[src/rtl/port_pkt_pkg.sv]
// Shared types and helpers for the packet-aware switch output port.
package port_pkt_pkg;

    // Write-side framing states.
    typedef enum logic [1:0] {
        IDLE    = 2'd0,
        LEN     = 2'd1,
        PAYLOAD = 2'd2,
        DISCARD = 2'd3
    } wr_state_t;

    // Smallest storable packet: DST, L and one payload word.
    localparam int MIN_PKT = 3;

    // True when the low 'width' bits of addr are all ones (broadcast address).
    function automatic logic is_bcast(input logic [63:0] addr, input int width);
        logic r;
        r = 1'b1;
        for (int i = 0; i < 64; i++) begin
            if (i < width) begin
                r = r & addr[i];
            end
        end
        return r;
    endfunction

endpackage

[src/rtl/port_pkt_top_fifo.sv]
// Packet FIFO: speculative write pointer, commit pointer and read pointer.
// Only words below the commit pointer are visible to the reader; rollback
// rewinds the write pointer to the last commit. First-word fall-through read
// is built from a registered read that always prefetches the next head word.
module pkt_fifo #(
    parameter int W_WIDTH    = 8,
    parameter int FIFO_DEPTH = 64
) (
    input  logic                          clk,
    input  logic                          rst,
    input  logic                          wr_en,
    input  logic [W_WIDTH-1:0]            wr_data,
    input  logic                          commit,
    input  logic                          rollback,
    input  logic                          rd_en,
    output logic [W_WIDTH-1:0]            rd_data,
    output logic                          rdy,
    output logic [$clog2(FIFO_DEPTH):0]   free
);
    localparam int AW = $clog2(FIFO_DEPTH);
    localparam int PW = AW + 1;

    logic [W_WIDTH-1:0] mem [FIFO_DEPTH];
    logic [PW-1:0]      rd_ptr_reg;
    logic [PW-1:0]      wr_ptr_reg;
    logic [PW-1:0]      cm_ptr_reg;
    logic [PW-1:0]      rd_ptr_next;
    logic [PW-1:0]      used;
    logic [W_WIDTH-1:0] rd_data_reg;
    logic               rd_fire;

    assign rdy         = (rd_ptr_reg != cm_ptr_reg);
    assign rd_fire     = rd_en & rdy;
    assign rd_ptr_next = rd_ptr_reg + {{AW{1'b0}}, rd_fire};
    assign used        = wr_ptr_reg - rd_ptr_reg;
    assign free        = PW'(FIFO_DEPTH) - used;
    assign rd_data     = rdy ? rd_data_reg : '0;

    // Storage array write port (no reset so it maps onto block RAM).
    always_ff @(posedge clk) begin
        if (wr_en) begin
            mem[wr_ptr_reg[AW-1:0]] <= wr_data;
        end
    end

    // Pointer update and head-word prefetch; a same-edge write to the next
    // head address is forwarded so the prefetched word is never stale.
    always_ff @(posedge clk or posedge rst) begin
        if (rst) begin
            rd_ptr_reg  <= '0;
            wr_ptr_reg  <= '0;
            cm_ptr_reg  <= '0;
            rd_data_reg <= '0;
        end else begin
            rd_ptr_reg <= rd_ptr_next;
            if (rollback) begin
                wr_ptr_reg <= cm_ptr_reg;
            end else if (wr_en) begin
                wr_ptr_reg <= wr_ptr_reg + PW'(1);
            end
            if (commit) begin
                cm_ptr_reg <= wr_ptr_reg + {{AW{1'b0}}, wr_en};
            end
            if (wr_en && (wr_ptr_reg[AW-1:0] == rd_ptr_next[AW-1:0])) begin
                rd_data_reg <= wr_data;
            end else begin
                rd_data_reg <= mem[rd_ptr_next[AW-1:0]];
            end
        end
    end

endmodule

[src/rtl/port_pkt_top.sv]
// Store-and-forward switch output port: address filter, length/space check,
// whole-packet commit with rollback, read-side SOP/EOP framing and counters.
module port_pkt_top
    import port_pkt_pkg::*;
#(
    parameter int W_WIDTH    = 8,
    parameter int FIFO_DEPTH = 64,
    parameter int BCAST_EN   = 1,
    parameter int MAX_LEN    = FIFO_DEPTH - 2
) (
    input  logic                        clk,
    input  logic                        rst,
    input  logic                        sw_en,
    input  logic [W_WIDTH-1:0]          port_data,
    input  logic [W_WIDTH-1:0]          port_addr,
    output logic                        rd_out,
    input  logic                        port_rd,
    output logic [W_WIDTH-1:0]          port_out,
    output logic                        port_rdy,
    output logic                        port_sop,
    output logic                        port_eop,
    output logic [$clog2(FIFO_DEPTH):0] pkt_cnt,
    output logic [15:0]                 drop_cnt
);
    localparam int PW    = $clog2(FIFO_DEPTH) + 1;
    localparam int OFF_W = W_WIDTH + 1;

    wr_state_t           state_reg, state_next;
    logic [W_WIDTH-1:0]  rem_reg, rem_next;
    logic [OFF_W-1:0]    off_reg;
    logic [W_WIDTH-1:0]  len_reg;
    logic [PW-1:0]       pkt_cnt_reg;
    logic [15:0]         drop_cnt_reg;
    logic [PW-1:0]       free;
    logic [31:0]         free32;
    logic [31:0]         len32;
    logic                wr_en, commit, rollback, drop_evt;
    logic                dst_match, pop, eop_pop;

    pkt_fifo #(
        .W_WIDTH    (W_WIDTH),
        .FIFO_DEPTH (FIFO_DEPTH)
    ) u_fifo (
        .clk      (clk),
        .rst      (rst),
        .wr_en    (wr_en),
        .wr_data  (port_data),
        .commit   (commit),
        .rollback (rollback),
        .rd_en    (port_rd),
        .rd_data  (port_out),
        .rdy      (port_rdy),
        .free     (free)
    );

    assign free32    = 32'(free);
    assign len32     = 32'(port_data);
    assign dst_match = (port_data == port_addr) ||
                       ((BCAST_EN != 0) &&
                        is_bcast({{(64-W_WIDTH){1'b0}}, port_data}, W_WIDTH));
    assign rd_out    = (state_reg == IDLE) && (free32 >= 32'(MIN_PKT));

    // Write FSM state register.
    always_ff @(posedge clk or posedge rst) begin
        if (rst) begin
            state_reg <= IDLE;
            rem_reg   <= '0;
        end else begin
            state_reg <= state_next;
            rem_reg   <= rem_next;
        end
    end

    // Write FSM next state: filter, length/space check, commit and rollback.
    always_comb begin
        state_next = state_reg;
        rem_next   = rem_reg;
        wr_en      = 1'b0;
        commit     = 1'b0;
        rollback   = 1'b0;
        drop_evt   = 1'b0;
        case (state_reg)
            IDLE: begin
                if (sw_en) begin
                    if (!dst_match) begin
                        state_next = DISCARD;
                    end else if (free32 >= 32'(MIN_PKT)) begin
                        wr_en      = 1'b1;
                        state_next = LEN;
                    end else begin
                        drop_evt   = 1'b1;
                        state_next = DISCARD;
                    end
                end
            end
            LEN: begin
                if (!sw_en) begin
                    rollback   = 1'b1;
                    drop_evt   = 1'b1;
                    state_next = IDLE;
                end else if ((len32 == 32'd0) || (len32 > 32'(MAX_LEN)) ||
                             (free32 < len32 + 32'd1)) begin
                    rollback   = 1'b1;
                    drop_evt   = 1'b1;
                    state_next = DISCARD;
                end else begin
                    wr_en      = 1'b1;
                    rem_next   = port_data;
                    state_next = PAYLOAD;
                end
            end
            PAYLOAD: begin
                if (!sw_en) begin
                    rollback   = 1'b1;
                    drop_evt   = 1'b1;
                    state_next = IDLE;
                end else begin
                    wr_en    = 1'b1;
                    rem_next = rem_reg - W_WIDTH'(1);
                    if (rem_reg == W_WIDTH'(1)) begin
                        commit     = 1'b1;
                        state_next = DISCARD;
                    end
                end
            end
            DISCARD: begin
                if (!sw_en) begin
                    state_next = IDLE;
                end
            end
            default: state_next = IDLE;
        endcase
    end

    assign pop      = port_rd & port_rdy;
    assign port_sop = port_rdy && (off_reg == '0);
    assign port_eop = port_rdy && (off_reg >= OFF_W'(2)) &&
                      (off_reg == {1'b0, len_reg} + OFF_W'(1));
    assign eop_pop  = pop & port_eop;

    // Read-side framing: word offset within the head packet and its length.
    always_ff @(posedge clk or posedge rst) begin
        if (rst) begin
            off_reg <= '0;
            len_reg <= '0;
        end else if (pop) begin
            off_reg <= port_eop ? '0 : off_reg + OFF_W'(1);
            if (off_reg == OFF_W'(1)) begin
                len_reg <= port_out;
            end
        end
    end

    // Committed-packet and saturating drop counters.
    always_ff @(posedge clk or posedge rst) begin
        if (rst) begin
            pkt_cnt_reg  <= '0;
            drop_cnt_reg <= '0;
        end else begin
            if (commit && !eop_pop) begin
                pkt_cnt_reg <= pkt_cnt_reg + PW'(1);
            end else if (!commit && eop_pop) begin
                pkt_cnt_reg <= pkt_cnt_reg - PW'(1);
            end
            if (drop_evt && (drop_cnt_reg != 16'hFFFF)) begin
                drop_cnt_reg <= drop_cnt_reg + 16'd1;
            end
        end
    end

    assign pkt_cnt  = pkt_cnt_reg;
    assign drop_cnt = drop_cnt_reg;

endmodule

[config.mk]
export PLATFORM = sky130hd
export DESIGN_NAME = port_pkt_top
export DESIGN_NICKNAME = d
export VERILOG_FILES = /design/src/rtl/port_pkt_pkg.sv /design/src/rtl/port_pkt_top_fifo.sv /design/src/rtl/port_pkt_top.sv
export SDC_FILE = /design/constraint.sdc
export NUM_CORES = 1
export LEC_CHECK = 0
export ABC_CLOCK_PERIOD_IN_PS = 9300
export CAP_MARGIN = 10
export CORE_MARGIN = 5
export CORE_UTILIZATION = 30
export CTS_CLUSTER_SIZE = 8
export DETAILED_ROUTE_END_ITERATION = 10
export GPL_TIMING_DRIVEN = 0
export REMOVE_ABC_BUFFERS = 1
export SLEW_MARGIN = 20
export SYNTH_ARGS = -nofsm -noshare
export SYNTH_HDL_FRONTEND = slang
export SYNTH_HIERARCHICAL = 1
export SYNTH_SLANG_ARGS = --single-unit
export TNS_END_PERCENT = 5
[constraint.sdc]
create_clock -name clk -period 9.3 [get_ports clk]
set_input_delay 2.325 -clock clk [delete_from_list [all_inputs] [get_ports clk]]
set_output_delay 2.325 -clock clk [all_outputs]
set_load 0.05 [all_outputs]
---- After elaboration in Yosys (flattened, before gate mapping) ----
Memories as Yosys holds them, arrays and structs flattened. A register that Yosys moved wholly into a read port is not among the register bits.
Cells that the tools add are included.
word-level totals
  input bits .............................. 20
  register bits ........................... 71
  RAM bits ................................ 512
  output and inout bits ................... 35
  memories kept ........................... 1
  bits in latches ......................... 0
  memory bits (read-only) ................. 0
operators by class
  equal/unequal tests ..................... 15
  mux-type cells .......................... 39
  bitwise logic cells ..................... 9
  multiply operators ...................... 0
  reduce and logical (&&, ||, !) cells .... 21
  shifts and indexed selects .............. 0
  magnitude comparators ................... 4
  $add $sub $neg .......................... 12
  div/mod/pow operators ................... 0
memories
  name        depth  bits a word  read ports  clocked after Yosys merged registers in  wr ports  line                     text
  u_fifo.mem  64     8            1           1                                        1         port_pkt_top_fifo.sv:23  logic [W_WIDTH-1:0] mem [FIFO_DEPTH];
operators with widths
  kind                                                  count
  logical NOT 32 bit                                    1
  two-way mux 8 bit                                     4
  two-way mux 7 bit                                     4
  adder 8 x 1 -> 9 bit (second input constant)          2
  two-way mux 1 bit                                     18
  adder 16 x 1 -> 16 bit (second input constant)        1
  != test 16 bit (second input constant)                1
  case mux 8 bit (2 select lines)                       1
  adder 7 x 1 -> 7 bit                                  2
  adder 7 x 1 -> 7 bit (second input constant)          2
  two-way mux 2 bit                                     7
  != test 2 bit (second input constant)                 5
  adder 9 x 1 -> 9 bit (second input constant)          1
  bitwise AND 1 bit                                     9
  equality test 9 x 1 -> 1 bit (second input constant)  1
  equality test 9 bit                                   1
  >= comparator 9 x 2 -> 1 bit (second input constant)  1
  logical NOT 9 bit                                     1
  less-than comparator 7 x 9 -> 1 bit                   1
  two-way mux 9 bit                                     1
  equality test 8 x 1 -> 1 bit (second input constant)  1
  equality test 8 bit                                   1
  > comparator 8 x 6 -> 1 bit (second input constant)   1
  case mux 2 bit (4 select lines)                       1
  other kinds (19)                                      32

---- Depth between registers and ports, before layout ----
Gate-level depths: netlist of run 1.
  word-level depth ........................ 13
  depth in mapped cells ................... 26

---- Modules after synthesis ----
Netlist of run 1, hierarchy kept.
by module, submodules not included
  module        area each (µm²)  instances  cells an instance
  pkt_fifo      22395.2          1          1389
  port_pkt_top  3560.9           1          381

---- Worst setup path after synthesis of run 1 ----
No wires, ideal clock.
  kind .................................... input port to flip-flop
  start point ............................. input port port_data[0]
  end point ............................... memory u_fifo.mem[62][0] (enable)
  setup slack ............................. 3.531 ns
  setup time .............................. 0.371 ns
  required time ........................... 8.929 ns
  cell stages on the path ................. 14
  arrival ................................. 5.399 ns
  buffers on the path ..................... 1
  cell sequence ........................... ha_1 -> ha_1 -> inv_1 -> ha_1 -> a21oi_1 -> a21oi_1 -> a2111oi_1 -> o41ai_2 -> o21ai_0 -> a21oi_1 -> clkbuf_1 -> nor2b_1 -> nand3_1 -> nor2_1
on the way
  longest elaborated chain between the ends .. 13
  elaborated cells on any way between the ends .. 22
  those cells by class .................... add/sub: 1; order compare: 2; eq/ne: 1; mux: 7; bitwise: 7; reduce/logical: 4
ends and longest elaborated chain
  item                                                                           line                     text
  start: declaration                                                             port_pkt_top.sv:14       input logic [W_WIDTH-1:0] port_data,
  parallel branches: the longest is 10 deep, another holds adder 8 x 1 -> 9 bit  n/a
  case mux 1 bit (3 select lines) *                                              port_pkt_top.sv:82       case (state_reg)
  named net wr_en                                                                port_pkt_top.sv:37       logic wr_en, commit, rollback, drop_evt;
  two-way mux 1 bit *                                                            port_pkt_top_fifo.sv:41  if (wr_en) begin
  two-way mux 1 bit (not written as such) *                                      port_pkt_top_fifo.sv:42  mem[wr_ptr_reg[AW-1:0]] <= wr_data;
  end: declaration                                                               port_pkt_top_fifo.sv:23
Mark *: on every way through the listed nets, which the timed path passes.

---- Final worst setup path of run 1 ----
  start point ............................. input port port_rd
  end point ............................... register u_fifo.rd_data_reg[0], read port of u_fifo.mem
on the way
  longest elaborated chain between the ends .. 2
ends and longest elaborated chain
  item                  line                     text
  start: declaration    port_pkt_top.sv:17       input logic port_rd,
  bitwise AND 1 bit     port_pkt_top_fifo.sv:33  assign rd_fire = rd_en & rdy;
  adder 7 x 1 -> 7 bit  port_pkt_top_fifo.sv:34  assign rd_ptr_next = rd_ptr_reg + {{AW{1'b0}}, rd_fire};
  end: declaration      port_pkt_top_fifo.sv:29  logic [W_WIDTH-1:0] rd_data_reg;
No other way between the ends.
A chain may end at the register's enable or synchronous reset.

==> impl_metrics.ini, run 1 <==
[timing]
worst_slew_pin_slew_ns = 1.194
relSlewSlack = 0.2011
finClkSkew_ns = 0.05136
grt_setup_unrepaired = false
setup_viol = 0
hold_ws_ns = 0.5036
final_hold_viol_count = 0
max_freq_mhz = 122.0
period_needed_ns = 8.199
drv_slew = 0
fin_tns_setup_ns = 0
finalCritPeriodShare = 0.8816

[final_layout]
stdcell_area_sq_um = 30360
largest_register_ffs = 512
post-route-util = 0.3549
drive_above_1_share = 0.1413
areaGrowthSynthToFinish_pct = 16.98
final_nets = 1910

[floorplan]
die_area_sq_um = 92500
initial_core_util = 0.3034
core_sq_um = 85550
die_width_microns = 304.1
ios = 55
fp-row-count = 107
die_y_microns = 304.1

[routing]
ant_nets = 0
drc = 0
vias = 16270
via_per_inst = 5.414
wl_met2_microns = 32310
drt_iter0_markers = 1813
drt-total-wl_microns = 69360
routedWlPerCell_microns = 23.07
first_pass_iters = 6
top_layer_used = met4
wirelength_met1_microns = 28100
wl_met3_microns = 6375

[cts]
post-cts-setup-buffer-count = 0
cts-buffers-inserted = 84
clockRootBuffer = clkbuf_16
cts_tree = done
clockBufferDepth = 3
post_cts_resized = 0
clkSinkCount = 591
cts_htree_levels = 3
postCtsHoldBufs = 0
cts.clk_slew.worst_paths_ns = 0.05
insertion_delay_ns = 0.64

[global_route]
grt_remaining_overflow = 0
grtUsageTotal = 0.1460
grt_pass1_vias = 16180
grt_max_degree = 64
antenna_found_initial = 1
grt_pass1_wl_microns = 104100

[run_status]
status = complete, no violations

[synthesis]
netlist.area_leader.share = 0.5923
muxShareOfSynthArea = 0.08677
synth-simple-area-share = 0.09265
synth_compound_area_frac = 0.07766
synth_top_family_by_area = simple AND/OR/NAND/NOR gates
ys_seq_elements = 591
ys_types = 85
yosysSeqAreaShare = 0.6685
yosys_warnings = 6
synthXorXnorAreaFrac = 0.02796
syn_area_sq_um = 25960
post-synth-top-count-cell = edfxtp_1
synth-edff-count = 512
synth-main-ff-cell = edfxtp_1
yosys.area.top_type = edfxtp_1
synth_area_leaders = edfxtp_1 (59%), dfrtp_1 (7.6%), mux4_2 (6.7%)
syn_inst = 1770
synthArstFlopShare = 0.1337
synthAdderAreaFrac = 0.02275
synth_commonest_cells = edfxtp_1 (512), nand2_1 (148), nor2_1 (130), nand3_1 (85), dfrtp_1 (79)
avgSynthCellArea_sq_um = 14.66

[min_path]
hp-class = register to register

[placement]
hpwl_microns = 45310
place_area_sq_um = 28060
gp_congestion = 0.9064
io_buffers = 54

[setup_path]
crit_path_end_kind = register
path_class = primary input to register
worst-path-max-fanout = 29
worstPathArrival_ns = 8.74
required_ns = 9.84
critPathLaunchType = primary input

[pwr]
p_per_area_nw_per_um2 = 331.7
peakVddDrop_mv = 0.2414
leakagePower_nw = 10.05

[job]
cap_violations = 0
==> layer usage <==
metal  track usage  vias to the layer above
li1              -                     7007
met1        0.1985                     8311
met2        0.2299                      800
met3       0.03320                      156
met4       0.05498                        0
met5             0                        -
==> layout make-up <==
class	count	area, sq um
fill	7975	55190
multi-input combinational	1049	8073
inverter	36	135.1
timing repair buffer	82	1076
tap	1144	1431
sequential	591	17350
antenna	1	2.502
clock inverter	9	152.6
clock buffer	94	2140
==> through the flow <==
step | setup WS, ns | power (mW) | cells
floorplan | -2.118 | 5.891 | 1676
global placement | -8.653 | 7.319 | 2874
detailed placement | 0.7246 | 7.343 | 2902
CTS | 1.370 | 10.07 | 3005
global route | 0.9834 | 10.51 | 3005
finish | 1.101 | 10.07 | 3006
==> cells by family after synthesis <==
logic type,Yosys count
compound gates,298
xor+xnor,82
fa+ha+maj,46
buf+inv,130
flops,591
mux,126
simple gates,497
==> power breakdown <==
part	leakage [nW]	internal [mW]	switching, mW
combinational	3.33	1.56	2.56
clock	1.11	1.61	1.09
sequential	5.61	3.04	0.207
total	10.1	6.22	3.85
==> cell usage in the layout (no fill, tap or decap), drive strengths merged, types with 8 or more instances in the layout <==
cell type	netlist	routed
edfxtp	512	512
nand2	148	148
nor2	131	131
clkbuf	55	94
nand3	86	86
dfrtp	79	79
mux4	77	77
a21oi	74	74
o21ai	63	63
xnor2	50	50
clkdlybuf4s50	0	46
ha	44	44
buf	39	36
inv	33	35
xor2	32	32
mux2i	30	30
nand4	25	25
o22ai	25	25
a221oi	22	22
mux2	19	19
nor4	19	19
and2	17	17
nor3	17	17
a31oi	14	14
and3	13	13
or4	13	13
clkinv	3	10
a211oi	9	9
o211ai	9	9
o2111ai	9	9
nand2b	8	8
a311o	8	8
o221ai	8	8
==> worst paths after layout <==
check | startpoint | endpoint | slack, ns | depth (start not counted)
hold reg to reg | drop_cnt[6]$_DFFE_PP0P_ | drop_cnt[6]$_DFFE_PP0P_ | 0.50 | 1
max in group asynchronous | rst | u_fifo/rd_ptr_reg[0]$_DFF_PP0_ | 6.67 | 2
hold / removal | drop_cnt[6]$_DFFE_PP0P_ | drop_cnt[6]$_DFFE_PP0P_ | 0.50 | 1
min in group asynchronous | rst | len_reg[2]$_DFFE_PP0P_ | 2.06 | 2
setup reg to reg | u_fifo/rd_ptr_reg[0]$_DFF_PP0_ | u_fifo/mem[55][4]$_DFFE_PP_ | 1.88 | 18
setup / recovery | port_rd | u_fifo/rd_data_reg[0]$_DFF_PP0_ | 1.10 | 15
==> critical path, cell delays in order <==
cell	delay, ns
clkdlybuf4s50_1	0.85
inv_1	1.08
nor2_1	0.26
and2_1	0.29
ha_4	0.19
xnor2_2	0.22
buf_6	0.22
inv_2	0.56
and2_1	0.88
nand2_1	0.13
o2111ai_1	0.32
nor4_1	0.10
or4_1	0.56
nor3_1	0.41
a211o_1	0.28
(Power assumes the default switching activity.)
==> inputs of run 2 (changes only) <==
--- a/config.mk
+++ b/config.mk
@@ -12,7 +12,9 @@
 export CTS_CLUSTER_SIZE = 8
 export DETAILED_ROUTE_END_ITERATION = 10
 export GPL_TIMING_DRIVEN = 0
+export RECOVER_POWER = 100
 export REMOVE_ABC_BUFFERS = 1
+export SKIP_CTS_REPAIR_TIMING = 1
 export SLEW_MARGIN = 20
 export SYNTH_ARGS = -nofsm -noshare
 export SYNTH_HDL_FRONTEND = slang
==> run 2 against run 1 <==
The flow now finishes with violations (capacitance limit, slew limit). Highest routed layer unchanged. Cell count did not move. Clock-buffer cell count did not move. Power fell by 0.52%. Clock skew rose by 0.0027 ns. Largest cell class unchanged. Largest power group unchanged.
==> impl_metrics.ini, run 2 (same netlist as run 1, synthesis figures left out) <==
[global_route]
grtUsageTotal = 0.1460
grt_pass1_vias = 16180
grt_pass1_wl_microns = 104100
grt_max_degree = 64
antenna_found_initial = 1
grt_remaining_overflow = 0

[setup_path]
crit_chain = dlygate4sd3_1 -> inv_1 -> nor2_1 -> and2_0 -> ha_1 -> buf_12 -> and2_1 -> nand2_1 -> o2111ai_1 -> nor4_1 -> or4_1 -> nor3_1 -> a211o_1
critPathLaunchType = primary input
r2r_end = u_fifo/mem[55][2]$_DFFE_PP_
worstReg2RegStart = u_fifo/rd_ptr_reg[0]$_DFF_PP0_
reg2reg_setup_slack_ns = 1.22
crit_path_end_kind = register
critical_path_buf_inv_count = 3
worst-path-max-fanout = 32
path_class = primary input to register
worstRegToRegCells = 18
worstPathArrival_ns = 9.02
critPathMaxStageDelay_ns = 1.10
path_delay_family = simple AND/OR/NAND/NOR gates
required_ns = 9.84
crit_slowest_cell = dlygate4sd3_1

[final_layout]
seqCellArea_sq_um = 17350
multi_input_area_sq_um = 7980
final_nets = 1910
drive_above_1_share = 0.1290
fin_cells = 3006
largest_register_ffs = 512
fill_cells = 8010
final_common_cell = edfxtp_1
areaGrowthSynthToFinish_pct = 16.29
mostFrequentLayoutCells = edfxtp_1 (512), nand2_1 (148), nor2_1 (128)

[placement]
io_buffers = 54
gp_congestion = 0.9064
place_inst = 2902
hpwl_microns = 45310

[floorplan]
fp-row-count = 107
core_sq_um = 85550
die_width_microns = 304.1
die_area_sq_um = 92500
die_y_microns = 304.1
initial_core_util = 0.3034
ios = 55

[timing]
grt_setup_unrepaired = false
hold_ws_ns = 0.4893
setup_viol = 0
worst_slew_pin_slew_ns = 2.910
relSlewSlack = -0.9399
finClkSkew_ns = 0.05402
max_freq_mhz = 117.9
period_needed_ns = 8.484
drv_slew = 296
finalCritPeriodShare = 0.9122
final_hold_viol_count = 0

[cts]
clkSinkCount = 591
cts.clk_slew.worst_paths_ns = 0.05
clockBufferDepth = 3
clockRootBuffer = clkbuf_16
insertion_delay_ns = 0.64
cts_tree = done
cts_htree_levels = 3
cts-buffers-inserted = 84

[pwr]
peakVddDrop_mv = 0.2311
p_per_area_nw_per_um2 = 331.9
leakagePower_nw = 10.05

[job]
cap_violations = 8

[routing]
routedWlPerCell_microns = 23.15
drt-total-wl_microns = 69590
ant_nets = 0
vias = 16260
first_pass_iters = 8
via_per_inst = 5.409
drc = 0
drt_iter0_markers = 1921

[min_path]
hold_depth = 1
worstHoldEndpoint = pkt_cnt[6]$_DFFE_PP0P_
min-delay-start = pkt_cnt[6]$_DFFE_PP0P_
hp-class = register to register

[run_status]
status = complete, but fails checks
violations = capacitance limit, slew limit
[run 2: power breakdown]
part           switching, mW  internal, mW
registers              0.205          3.05
logic                   2.55          1.51
clock network           1.09          1.61
total                   3.84          6.17
[run 2: cell type report]
cell class,count,share of cell area
Antenna cell,1,0.00008290
Clock buffer,94,0.07088
Clock inverter,9,0.005057
Inverter,36,0.004477
Multi-Input combinational cell,1049,0.2644
Sequential cell,591,0.5748
Tap cell,1144,0.04742
Timing Repair Buffer,82,0.03287
[run 2: worst max-delay path by stage]
| stage | start | end | slack (ns) | depth (start not counted) |
|---|---|---|---|---|
| after global routing | u_fifo/rd_ptr_reg[0]$_DFF_PP0_ | u_fifo/mem[55][3]$_DFFE_PP_ | 0.65 | 18 |
| final | port_rd | u_fifo/rd_data_reg[0]$_DFF_PP0_ | 0.82 | 13 |
| after detailed placement | port_rd | u_fifo/rd_data_reg[0]$_DFF_PP0_ | 0.72 | 15 |
| after CTS | port_rd | u_fifo/rd_data_reg[0]$_DFF_PP0_ | 1.37 | 15 |
| after floorplan | port_rd | u_fifo/rd_data_reg[6]$_DFF_PP0_ | -2.12 | 9 |
| after global placement | port_rd | u_fifo/rd_data_reg[6]$_DFF_PP0_ | -8.65 | 10 |
[run 2: per-layer routing]
layer / vias to the layer above / share of wire / GRT usage
met5: - / 0 / 0
met4: 0 / 0.035 / 0.05498
met3: 149 / 0.092 / 0.03320
met2: 773 / 0.47 / 0.2299
met1: 8332 / 0.40 / 0.1985
li1: 7005 / - / -
[run 2: metrics by stage]
stage | setup slack [ns] | TNS [ns] | power [mW] | util | cell area [sq um]
2_1_floorplan | -2.118 | -15.04 | 5.891 | - | 25480
3_3_place_gp | -8.653 | -560.84 | 7.319 | 0.3208 | 27450
3_5_place_dp | 0.7246 | 0 | 7.343 | 0.3280 | 28060
4_1_cts | 1.370 | 0 | 10.07 | 0.3548 | 30350
5_1_grt | 0.6506 | 0 | 10.45 | 0.3528 | 30180
6_report | 0.8163 | 0 | 10.02 | 0.3528 | 30190
[run 2: worst reg2reg max path, stage by stage, from the launching register on]
cell	delay (ns)
dfrtp_1	1.36
inv_1	0.78
ha_1	0.44
inv_1	0.06
ha_1	0.17
a21o_1	0.12
a21oi_1	0.08
o21bai_1	0.13
a21oi_1	0.10
xnor2_1	0.15
ha_1	0.33
nand4_1	0.08
a21oi_1	0.12
a2111oi_0	0.11
o41ai_2	0.56
o21ai_0	0.18
a21oi_1	0.78
nand4_1	0.98
nor2_1	1.13
==> inputs of run 3 (changes only) <==
--- a/config.mk
+++ b/config.mk
@@ -11,10 +11,8 @@
 export CORE_UTILIZATION = 30
 export CTS_CLUSTER_SIZE = 8
 export DETAILED_ROUTE_END_ITERATION = 10
-export GPL_TIMING_DRIVEN = 0
 export RECOVER_POWER = 100
 export REMOVE_ABC_BUFFERS = 1
-export SKIP_CTS_REPAIR_TIMING = 1
 export SLEW_MARGIN = 20
 export SYNTH_ARGS = -nofsm -noshare
 export SYNTH_HDL_FRONTEND = slang
==> run 3 against run 2 <==
The flow still finishes with violations (capacitance limit, slew limit). Via count up 0.22%. Final area down 1.1%. Non-clock buffer count up 3. Clock skew down 0.023 ns. Sequential cell count unchanged. Clock-buffer cell count up 7. Fmax up 4.7%. Global-route usage up 0.71 points. Wire length up 5.0%. Sequential power about the same. Highest routed layer unchanged.
==> impl_metrics.ini, run 3 (same netlist as run 1, synthesis figures left out) <==
[cts]
cts_htree_levels = 3
post-cts-setup-buffer-count = 0
cts_tree = done
post_cts_resized = 0
insertion_delay_ns = 0.63
postCtsHoldBufs = 0
clockRootBuffer = clkbuf_16
clkSinkCount = 591
cts-buffers-inserted = 83
cts.clk_slew.worst_paths_ns = 0.05
clockBufferDepth = 3

[setup_path]
reg2reg_setup_slack_ns = 1.52
worst-path-max-fanout = 33
crit_chain = clkbuf_1 -> inv_1 -> ha_1 -> inv_1 -> ha_1 -> fa_1 -> a21oi_1 -> nor2_1 -> nor2_1 -> xnor2_1 -> nor4_1 -> nand2_1 -> and2_1 -> dlygate4sd3_1
worstRegToRegCells = 20
crit_path_end_kind = output port
required_ns = 6.98
worstReg2RegStart = u_fifo/rd_ptr_reg[0]$_DFF_PP0_
r2r_end = u_fifo/mem[7][7]$_DFFE_PP_
path_class = register to output port
path_delay_family = buffers and inverters
critPathMaxStageDelay_ns = 1.32
critPathLaunchType = register
critical_path_buf_inv_count = 4
crit_path_start = u_fifo/rd_ptr_reg[0]$_DFF_PP0_
worstPathArrival_ns = 5.78
crit_slowest_cell = clkbuf_1

[routing]
drc = 0
first_pass_iters = 6
via_per_inst = 5.403
drt_iter0_markers = 1596
vias = 16290
ant_nets = 0
drt-total-wl_microns = 73060
routedWlPerCell_microns = 24.22

[timing]
grt_setup_unrepaired = false
finalCritPeriodShare = 0.8710
finClkSkew_ns = 0.03124
worst_slew_pin_slew_ns = 3.574
fin_ws_ns = 1.199
max_freq_mhz = 123.4
drv_slew = 605
setup_viol = 0
relSlewSlack = -1.383
final_hold_viol_count = 0
fin_tns_setup_ns = 0
period_needed_ns = 8.101

[floorplan]
die_y_microns = 304.1
core_sq_um = 85550
initial_core_util = 0.3034
fp-row-count = 107
ios = 55
die_width_microns = 304.1
die_area_sq_um = 92500

[placement]
dp_worst_setup_slack_ns = 1.314
gp_congestion = 0.9445
io_buffers = 54
place_inst = 2905
hpwl_microns = 47770

[final_layout]
fill_cells = 8152
final_nets = 1912
post-route-util = 0.3489
drive_above_1_share = 0.1199
mostFrequentLayoutCells = edfxtp_1 (512), nand2_1 (148), nor2_1 (129)
fin_cells = 3016
multi_input_area_sq_um = 7974
largest_register_ffs = 512
final_common_cell = edfxtp_1
areaGrowthSynthToFinish_pct = 14.98
seqCellArea_sq_um = 17350

[min_path]
worstHoldEndpoint = pkt_cnt[6]$_DFFE_PP0P_
min-delay-start = pkt_cnt[6]$_DFFE_PP0P_
hp-class = register to register
hold_depth = 1

[pwr]
leakagePower_nw = 9.880
power_mw = 9.831
p_per_area_nw_per_um2 = 329.4
peakVddDrop_mv = 0.2158

[global_route]
grt_max_degree = 70
grtUsageTotal = 0.1532
grt_pass1_vias = 16170
grt_pass1_wl_microns = 108400
antenna_found_initial = 5
grt_remaining_overflow = 0

[run_status]
status = complete, but fails checks
violations = capacitance limit, slew limit

[job]
cap_violations = 12
==> run 3: cell type report <==
| cell class | instances | share of cell area |
|---|---|---|
| flip-flops and latches | 591 | 0.5814 |
| multi-input cells | 1049 | 0.2672 |
| clock buffers | 101 | 0.07186 |
| well taps | 1144 | 0.04796 |
| repair buffers | 85 | 0.02285 |
| inverters | 36 | 0.004528 |
| clock inverters | 7 | 0.003983 |
| diodes | 3 | 0.0002515 |
==> run 3: power by group <==
group	leakage (nW)	internal (mW)	total, mW	switching (mW)
registers	5.61	3.05	3.24	0.187
clock network	1.09	1.60	2.69	1.08
logic	3.18	1.40	3.90	2.50
total	9.88	6.06	9.83	3.78
==> run 3: worst max-delay path by stage <==
stage / to / depth (start not counted) / slack, ns
2_1_floorplan: u_fifo/rd_data_reg[6]$_DFF_PP0_ / 9 / -2.12
3_3_place_gp: u_fifo/rd_data_reg[1]$_DFF_PP0_ / 14 / 1.48
3_5_place_dp: u_fifo/rd_data_reg[1]$_DFF_PP0_ / 14 / 1.31
4_1_cts: u_fifo/rd_data_reg[4]$_DFF_PP0_ / 14 / 1.94
5_1_grt: u_fifo/mem[6][1]$_DFFE_PP_ / 11 / 0.84
6_report: rd_out / 14 / 1.20
==> run 3: worst register-to-register path, cell delays in order, from the launching register on <==
cell       delay [ns]
dfrtp_1          0.31
clkbuf_1         1.32
inv_1            0.85
ha_1             0.46
inv_1            0.06
ha_1             0.17
fa_1             0.21
a21oi_1          0.09
nor2_1           0.11
nor2_1           0.07
xnor2_1          0.15
ha_1             0.31
nand4_1          0.10
a21oi_1          0.15
a2111oi_1        0.09
o41ai_2          0.52
o21ai_0          0.19
a21oi_1          0.17
buf_4            0.19
nand4_1          0.85
nor2_1           1.03
==> run 3: through the flow <==
step,area (sq um),hold WS [ns]
5_1_grt,29840,0.5083
4_1_cts,29950,0.4825
3_5_place_dp,27680,0.4702
3_3_place_gp,27680,0.4643
2_1_floorplan,25480,0.4614
6_report,29840,0.4696
==> run 3: per-layer routing <==
metal	up-vias	GRT usage	wire [microns]
li1	7004	-	-
met1	8442	0.2066	30180
met2	729	0.2537	35580
met3	119	0.02881	5484
met4	0	0.04518	1814
met5	-	0	0
